--- config.mk ---
export PLATFORM = sky130hd
export DESIGN_NAME = router_ctrl
export DESIGN_NICKNAME = d
export VERILOG_FILES = /design/src/rtl/router_ctrl.sv
export SDC_FILE = /design/constraint.sdc
export NUM_CORES = 1
export LEC_CHECK = 0
export ABC_AREA = 1
export ABC_CLOCK_PERIOD_IN_PS = 2270
export BUFFER_PORTS_ARGS = -buffer_cell sky130_fd_sc_hd__buf_2
export CAP_MARGIN = 25
export CELL_PAD_IN_SITES_DETAIL_PLACEMENT = 1
export CELL_PAD_IN_SITES_GLOBAL_PLACEMENT = 2
export CORE_MARGIN = 1
export CORE_UTILIZATION = 18
export CTS_CLUSTER_DIAMETER = 120
export DETAILED_ROUTE_END_ITERATION = 10
export PLACE_DENSITY_LB_ADDON = 0.1
export SLEW_MARGIN = 15
export SYNTH_ARGS = -nofsm -noshare
export SYNTH_HDL_FRONTEND = slang
export SYNTH_SLANG_ARGS = --single-unit
--- constraint.sdc ---
create_clock -name clock -period 2.27 [get_ports clock]
set_input_delay 0.454 -clock clock [delete_from_list [all_inputs] [get_ports clock]]
set_output_delay 0.454 -clock clock [all_outputs]
set_load 0.02 [all_outputs]
--- src/rtl/router_ctrl.sv ---
`default_nettype none
// +------------------------------------------------------------------------+
// | Module  : router_ctrl                                                  |
// | Brief   : 1-to-3 packet router control FSM with optional FIFO          |
// |           read-timeout soft reset (ROUTER_SOFT_RESET_TIMEOUT_EN).      |
// | Revision: 1.0                                                          |
// +------------------------------------------------------------------------+
module router_ctrl (
  input  logic       clock,
  input  logic       resetn,
  input  logic       pkt_valid,
  input  logic [7:0] data_in,
  input  logic       low_pkt_valid,
  input  logic       parity_done,
  input  logic [2:0] fifo_full,
  input  logic [2:0] fifo_empty,
  input  logic [2:0] read_enb,
  output logic [2:0] write_enb,
  output logic [2:0] vld_out,
  output logic [2:0] soft_reset,
  output logic       detect_add,
  output logic       lfd_state,
  output logic       ld_state,
  output logic       laf_state,
  output logic       full_state,
  output logic       write_enb_reg,
  output logic       rst_int_reg,
  output logic       busy
);

  typedef enum logic [2:0] {
    DECODE_ADDRESS     = 3'd0,
    LOAD_FIRST_DATA    = 3'd1,
    LOAD_DATA          = 3'd2,
    LOAD_PARITY        = 3'd3,
    FIFO_FULL_STATE    = 3'd4,
    LOAD_AFTER_FULL    = 3'd5,
    WAIT_TILL_EMPTY    = 3'd6,
    CHECK_PARITY_ERROR = 3'd7
  } state_t;

  state_t     state_q, state_d;
  logic [1:0] addr_q, addr_d;
  logic [1:0] hdr_addr;
  logic       hdr_empty;
  logic       addr_full;
  logic       addr_empty;
  logic       addr_soft_reset;

  assign hdr_addr = data_in[1:0];
  assign vld_out  = ~fifo_empty;

  // Address 3 has no FIFO, so every per-destination select reads 0 for it.
  always_comb begin
    hdr_empty       = 1'b0;
    addr_full       = 1'b0;
    addr_empty      = 1'b0;
    addr_soft_reset = 1'b0;
    if (hdr_addr != 2'd3) hdr_empty = fifo_empty[hdr_addr];
    if (addr_q != 2'd3) begin
      addr_full       = fifo_full[addr_q];
      addr_empty      = fifo_empty[addr_q];
      addr_soft_reset = soft_reset[addr_q];
    end
  end

`ifdef ROUTER_SOFT_RESET_TIMEOUT_EN
  localparam logic [4:0] TIMEOUT_LAST = 5'd29;

  for (genvar k = 0; k < 3; k++) begin : g_timeout
    logic [4:0] cnt_q, cnt_d;
    logic       sr_q, sr_d;

    always_comb begin
      sr_d  = 1'b0;
      cnt_d = cnt_q + 5'd1;
      if (cnt_q == TIMEOUT_LAST) begin
        sr_d  = 1'b1;
        cnt_d = 5'd0;
      end else if (read_enb[k] || !vld_out[k]) begin
        cnt_d = 5'd0;
      end
    end

    always_ff @(posedge clock) begin
      if (!resetn) begin
        cnt_q <= 5'd0;
        sr_q  <= 1'b0;
      end else begin
        cnt_q <= cnt_d;
        sr_q  <= sr_d;
      end
    end

    assign soft_reset[k] = sr_q;
  end : g_timeout

  logic unused_data;
  assign unused_data = ^data_in[7:2];
`else
  assign soft_reset = 3'b000;

  logic unused_inputs;
  assign unused_inputs = ^{data_in[7:2], read_enb};
`endif

  always_ff @(posedge clock) begin
    if (!resetn) begin
      state_q <= DECODE_ADDRESS;
      addr_q  <= 2'd0;
    end else begin
      state_q <= state_d;
      addr_q  <= addr_d;
    end
  end

  always_comb begin
    state_d = state_q;
    addr_d  = addr_q;
    if (state_q == DECODE_ADDRESS && pkt_valid) addr_d = hdr_addr;

    case (state_q)
      DECODE_ADDRESS: begin
        if (pkt_valid && hdr_addr != 2'd3)
          state_d = hdr_empty ? LOAD_FIRST_DATA : WAIT_TILL_EMPTY;
      end
      LOAD_FIRST_DATA: state_d = LOAD_DATA;
      LOAD_DATA: begin
        if (addr_full)       state_d = FIFO_FULL_STATE;
        else if (!pkt_valid) state_d = LOAD_PARITY;
      end
      FIFO_FULL_STATE: begin
        if (!addr_full) state_d = LOAD_AFTER_FULL;
      end
      LOAD_AFTER_FULL: begin
        if (parity_done)        state_d = DECODE_ADDRESS;
        else if (low_pkt_valid) state_d = LOAD_PARITY;
        else                    state_d = LOAD_DATA;
      end
      LOAD_PARITY: state_d = CHECK_PARITY_ERROR;
      CHECK_PARITY_ERROR: state_d = addr_full ? FIFO_FULL_STATE : DECODE_ADDRESS;
      WAIT_TILL_EMPTY: begin
        if (addr_empty) state_d = LOAD_FIRST_DATA;
      end
      default: state_d = DECODE_ADDRESS;
    endcase

    // A timed-out destination FIFO aborts whatever the FSM was doing.
    if (addr_soft_reset) state_d = DECODE_ADDRESS;
  end

  assign detect_add    = (state_q == DECODE_ADDRESS);
  assign lfd_state     = (state_q == LOAD_FIRST_DATA);
  assign ld_state      = (state_q == LOAD_DATA);
  assign laf_state     = (state_q == LOAD_AFTER_FULL);
  assign full_state    = (state_q == FIFO_FULL_STATE);
  assign rst_int_reg   = (state_q == CHECK_PARITY_ERROR);
  assign write_enb_reg = (state_q == LOAD_DATA) || (state_q == LOAD_PARITY) ||
                         (state_q == LOAD_AFTER_FULL);
  assign busy          = !((state_q == DECODE_ADDRESS) || (state_q == LOAD_DATA));

  always_comb begin
    write_enb = 3'b000;
    if (write_enb_reg) begin
      case (addr_q)
        2'd0:    write_enb = 3'b001;
        2'd1:    write_enb = 3'b010;
        2'd2:    write_enb = 3'b100;
        default: write_enb = 3'b000;
      endcase
    end
  end

endmodule
`default_nettype wire

==> metrics.txt <==
# TYPE chip_impl_metric gauge
chip_impl_metric{name="total_leakage_power",unit="nW"} 0.388
chip_impl_metric{name="first_global_vias",unit=""} 632
chip_impl_metric{name="clkSlewWorstSetupHoldPaths",unit="ps"} 40
chip_impl_info{name="dr.max_layer_used",value="met4"} 1
chip_impl_metric{name="routedWlPerCell",unit="µm"} 10.6
chip_impl_metric{name="chipHeight",unit="µm"} 55.4
chip_impl_metric{name="synthDominantCellAreaShare",unit=""} 0.195
chip_impl_metric{name="drt_iter0_drc",unit=""} 9
chip_impl_info{name="nature_of_the_critical_path_endpoint",value="output pin"} 1
chip_impl_metric{name="placeable_core_area",unit="µm²"} 2590
chip_impl_metric{name="area_growth",unit="%"} 34.9
chip_impl_info{name="synth_top_flop_cell",value="sky130_fd_sc_hd__dfxtp_1"} 1
chip_impl_metric{name="period_share",unit=""} 0.850
chip_impl_metric{name="floorplan.io_pins",unit=""} 39
chip_impl_metric{name="gp_routability_congestion",unit=""} 0.689
chip_impl_metric{name="design.final.nets",unit=""} 140
chip_impl_info{name="synth.area.top_cells",value="sky130_fd_sc_hd__dfxtp_1, sky130_fd_sc_hd__nand3_1, sky130_fd_sc_hd__inv_1, sky130_fd_sc_hd__nand2_1, sky130_fd_sc_hd__nor2_1"} 1
chip_impl_metric{name="synth_cells",unit=""} 88
chip_impl_metric{name="start_util",unit=""} 0.198
chip_impl_metric{name="num_vias",unit=""} 650
chip_impl_metric{name="post_cts_resize_count",unit=""} 0
chip_impl_metric{name="htree_levels",unit=""} 1
chip_impl_info{name="min_path_type",value="in2reg"} 1
chip_impl_metric{name="clock_insertion_delay_worst_skew",unit="ps"} 230
chip_impl_metric{name="detailedRoute.firstPassIterationCount",unit=""} 2
chip_impl_info{name="setup.worst_path.start",value="state_q[2]$_SDFFE_PN0P_"} 1
chip_impl_metric{name="synth_enable_flop_cells",unit=""} 0
chip_impl_metric{name="drive_gt1_frac",unit=""} 0.368
chip_impl_metric{name="count_of_placed_standard_cells_including_taps",unit=""} 143
chip_impl_metric{name="report.final.slew_viol_count",unit=""} 0
chip_impl_metric{name="die-width",unit="µm"} 55.4
chip_impl_metric{name="cts_buffers",unit=""} 3
chip_impl_info{name="clock_tree_from_tritoncts",value="yes"} 1
chip_impl_metric{name="gr-usage-all-layers",unit=""} 0.112
chip_impl_metric{name="place_hpwl",unit="µm"} 1410
chip_impl_info{name="synth_largest_area_cell",value="sky130_fd_sc_hd__dfxtp_1"} 1
chip_impl_metric{name="vias_per_cell",unit=""} 4.42
chip_impl_metric{name="dr_wl_met2",unit="µm"} 753
chip_impl_metric{name="timing.critical_path.required",unit="ps"} 1820
chip_impl_info{name="r2r_start",value="state_q[1]$_SDFFE_PN0P_"} 1
chip_impl_info{name="hold_path_startpoint",value="resetn"} 1
chip_impl_info{name="timing.critical_path.cells",value="inv_1 -> a21oi_1 -> nor3_1 -> buf_2"} 1
chip_impl_metric{name="finalSetupViolations",unit=""} 0
chip_impl_info{name="synth.top_cells.by_count",value="sky130_fd_sc_hd__inv_1, sky130_fd_sc_hd__nand2_1, sky130_fd_sc_hd__nand3_1"} 1
chip_impl_metric{name="met3_length",unit="µm"} 78
chip_impl_metric{name="max-vdd-ir-drop",unit="V"} 0.000370
chip_impl_metric{name="grt_first_pass_wirelength",unit="µm"} 2710
chip_impl_metric{name="floorplan.die_area",unit="µm²"} 3070
chip_impl_metric{name="worst_clock_skew",unit="ps"} 0.483
chip_impl_metric{name="finalHoldViolations",unit=""} 0
chip_impl_metric{name="critical_path.max_fanout",unit=""} 6
chip_impl_metric{name="period_needed",unit="ps"} 1930
chip_impl_metric{name="std_cell_rows",unit=""} 18
chip_impl_metric{name="finalWirelength",unit="µm"} 1560
chip_impl_info{name="setup_repair_after_global_routing_missed_its_margin",value="no"} 1
chip_impl_metric{name="synth.distinct_cells",unit=""} 21
chip_impl_metric{name="mappedNetlistArea",unit="µm²"} 513
chip_impl_info{name="ctsRootBufferMaster",value="sky130_fd_sc_hd__clkbuf_4"} 1
chip_impl_metric{name="maximum_number_of_pins_on_one_net_before_global_route_repair",unit=""} 8
chip_impl_metric{name="cts_setup_buffers",unit=""} 0
chip_impl_metric{name="crit_path_max_incr_delay",unit="ps"} 490
chip_impl_metric{name="postSynthRegisterBits",unit=""} 5
chip_impl_metric{name="antenna_found_initial",unit=""} 0
chip_impl_metric{name="met1_routed_length",unit="µm"} 711
chip_impl_metric{name="timing.final.ws_setup",unit="ps"} 341
chip_impl_info{name="worstSetupPathType",value="reg2out"} 1
chip_impl_metric{name="setup_total_negative_slack",unit="ps"} 0
chip_impl_metric{name="power.density_cell_area",unit="nW/µm²"} 1330
chip_impl_metric{name="avgSynthCellArea",unit="µm²"} 5.83
chip_impl_metric{name="io_buffer_count",unit=""} 26
chip_impl_metric{name="cts_num_sinks",unit=""} 5
chip_impl_info{name="critPathLaunchType",value="flop"} 1
chip_impl_metric{name="post_cts_hold_buffer_count",unit=""} 0
chip_impl_metric{name="num_antenna_cells",unit=""} 0
chip_impl_metric{name="fmax",unit="MHz"} 518
chip_impl_metric{name="final-instance-count-excl-fill",unit=""} 147
chip_impl_info{name="timing.critical_path.slowest_stage_cell",value="sky130_fd_sc_hd__dfxtp_1"} 1
chip_impl_metric{name="number_of_warnings_reported_in_the_yosys_synthesis_log",unit=""} 0
chip_impl_info{name="status",value="finished clean"} 1
chip_impl_metric{name="postSynth.asyncResetShare",unit=""} 0
chip_impl_metric{name="arrival_time_reported_for_the_critical_path_endpoint",unit="ps"} 1480
chip_impl_metric{name="drv_cap",unit=""} 0
chip_impl_metric{name="cts_max_path_buffers",unit=""} 2
chip_impl_metric{name="globalRoute.totalOverflow",unit=""} 0
chip_impl_metric{name="synth.yosys.seq_area_share",unit=""} 0.195
chip_impl_metric{name="drc_errors",unit=""} 0
chip_impl_metric{name="place_ws",unit="ps"} 572
chip_impl_metric{name="route.antenna.remaining_nets",unit=""} 0
-- per-stage QoR --
| step | area [µm²] | hold slack (ps) | utilization | total power, W |
|---|---|---|---|---|
| after detailed placement | 666 | 569 | 0.257 | 0.000834 |
| after global routing | 692 | 491 | 0.267 | 0.00102 |
| after floorplan | 520 | 508 | - | 0.000650 |
| after CTS | 692 | 495 | 0.267 | 0.000940 |
| after global placement | 666 | 570 | 0.257 | 0.000834 |
| final | 692 | 502 | 0.267 | 0.000919 |
-- routing by layer --
layer | track usage | up-vias
met5 | 0 | -
met4 | 0.0643 | 0
met3 | 0.0187 | 2
met2 | 0.191 | 21
met1 | 0.131 | 289
li1 | - | 338
-- registers in the layout, summed over array words and instances (netlist names) --
name / count
addr_q: 2
state_q: 3
-- critical path: cells and delay by family, from the launching register on --
family / cells / cell delay, ps
AO/OA/AOI/OAI: 1 / 310
AND/OR/NAND/NOR: 1 / 80
buffers and inverters: 2 / 350
flip-flops: 1 / 490
-- worst paths after layout --
kind	depth (start not counted)	to	slack [ps]
max	4	write_enb[1]	340
min	3	addr_q[1]$_SDFFE_PN0P_	500
max reg2reg	7	state_q[2]$_SDFFE_PN0P_	840
min reg2reg	2	addr_q[1]$_SDFFE_PN0P_	570
-- cell type report --
| class | instances | area (µm²) |
|---|---|---|
| fillers | 358 | 1900 |
| multi-input cells | 66 | 338 |
| repair buffers | 26 | 130 |
| flip-flops and latches | 5 | 100 |
| inverters | 16 | 60.1 |
| well taps | 30 | 37.5 |
| clock buffers | 4 | 26.3 |
-- placed cells by master (no fill, tap or decap), drive strengths merged, types with 3 or more instances in the layout --
| cell | netlist | layout |
|---|---|---|
| a21oi | 7 | 7 |
| buf | 3 | 26 |
| clkbuf | 0 | 4 |
| conb | 1 | 3 |
| dfxtp | 5 | 5 |
| inv | 16 | 16 |
| nand2 | 16 | 16 |
| nand3 | 13 | 13 |
| nor2 | 13 | 13 |
| nor3 | 4 | 4 |
| o21ai | 5 | 5 |
-- power breakdown --
part / leakage [nW] / internal, W / switching, W / total [W]
Clock: 0.0150 / 0.0000662 / 0.0000328 / 0.0000990
Sequential: 0.0413 / 0.000126 / 0.0000681 / 0.000194
Combinational: 0.331 / 0.000208 / 0.000418 / 0.000626
-- logic make-up after synthesis --
family	share of synthesized area
other	0.00731
AO/OA/AOI/OAI	0.146
buffers and inverters	0.161
AND/OR/NAND/NOR	0.490
flip-flops	0.195
(Power assumes the default switching activity.)
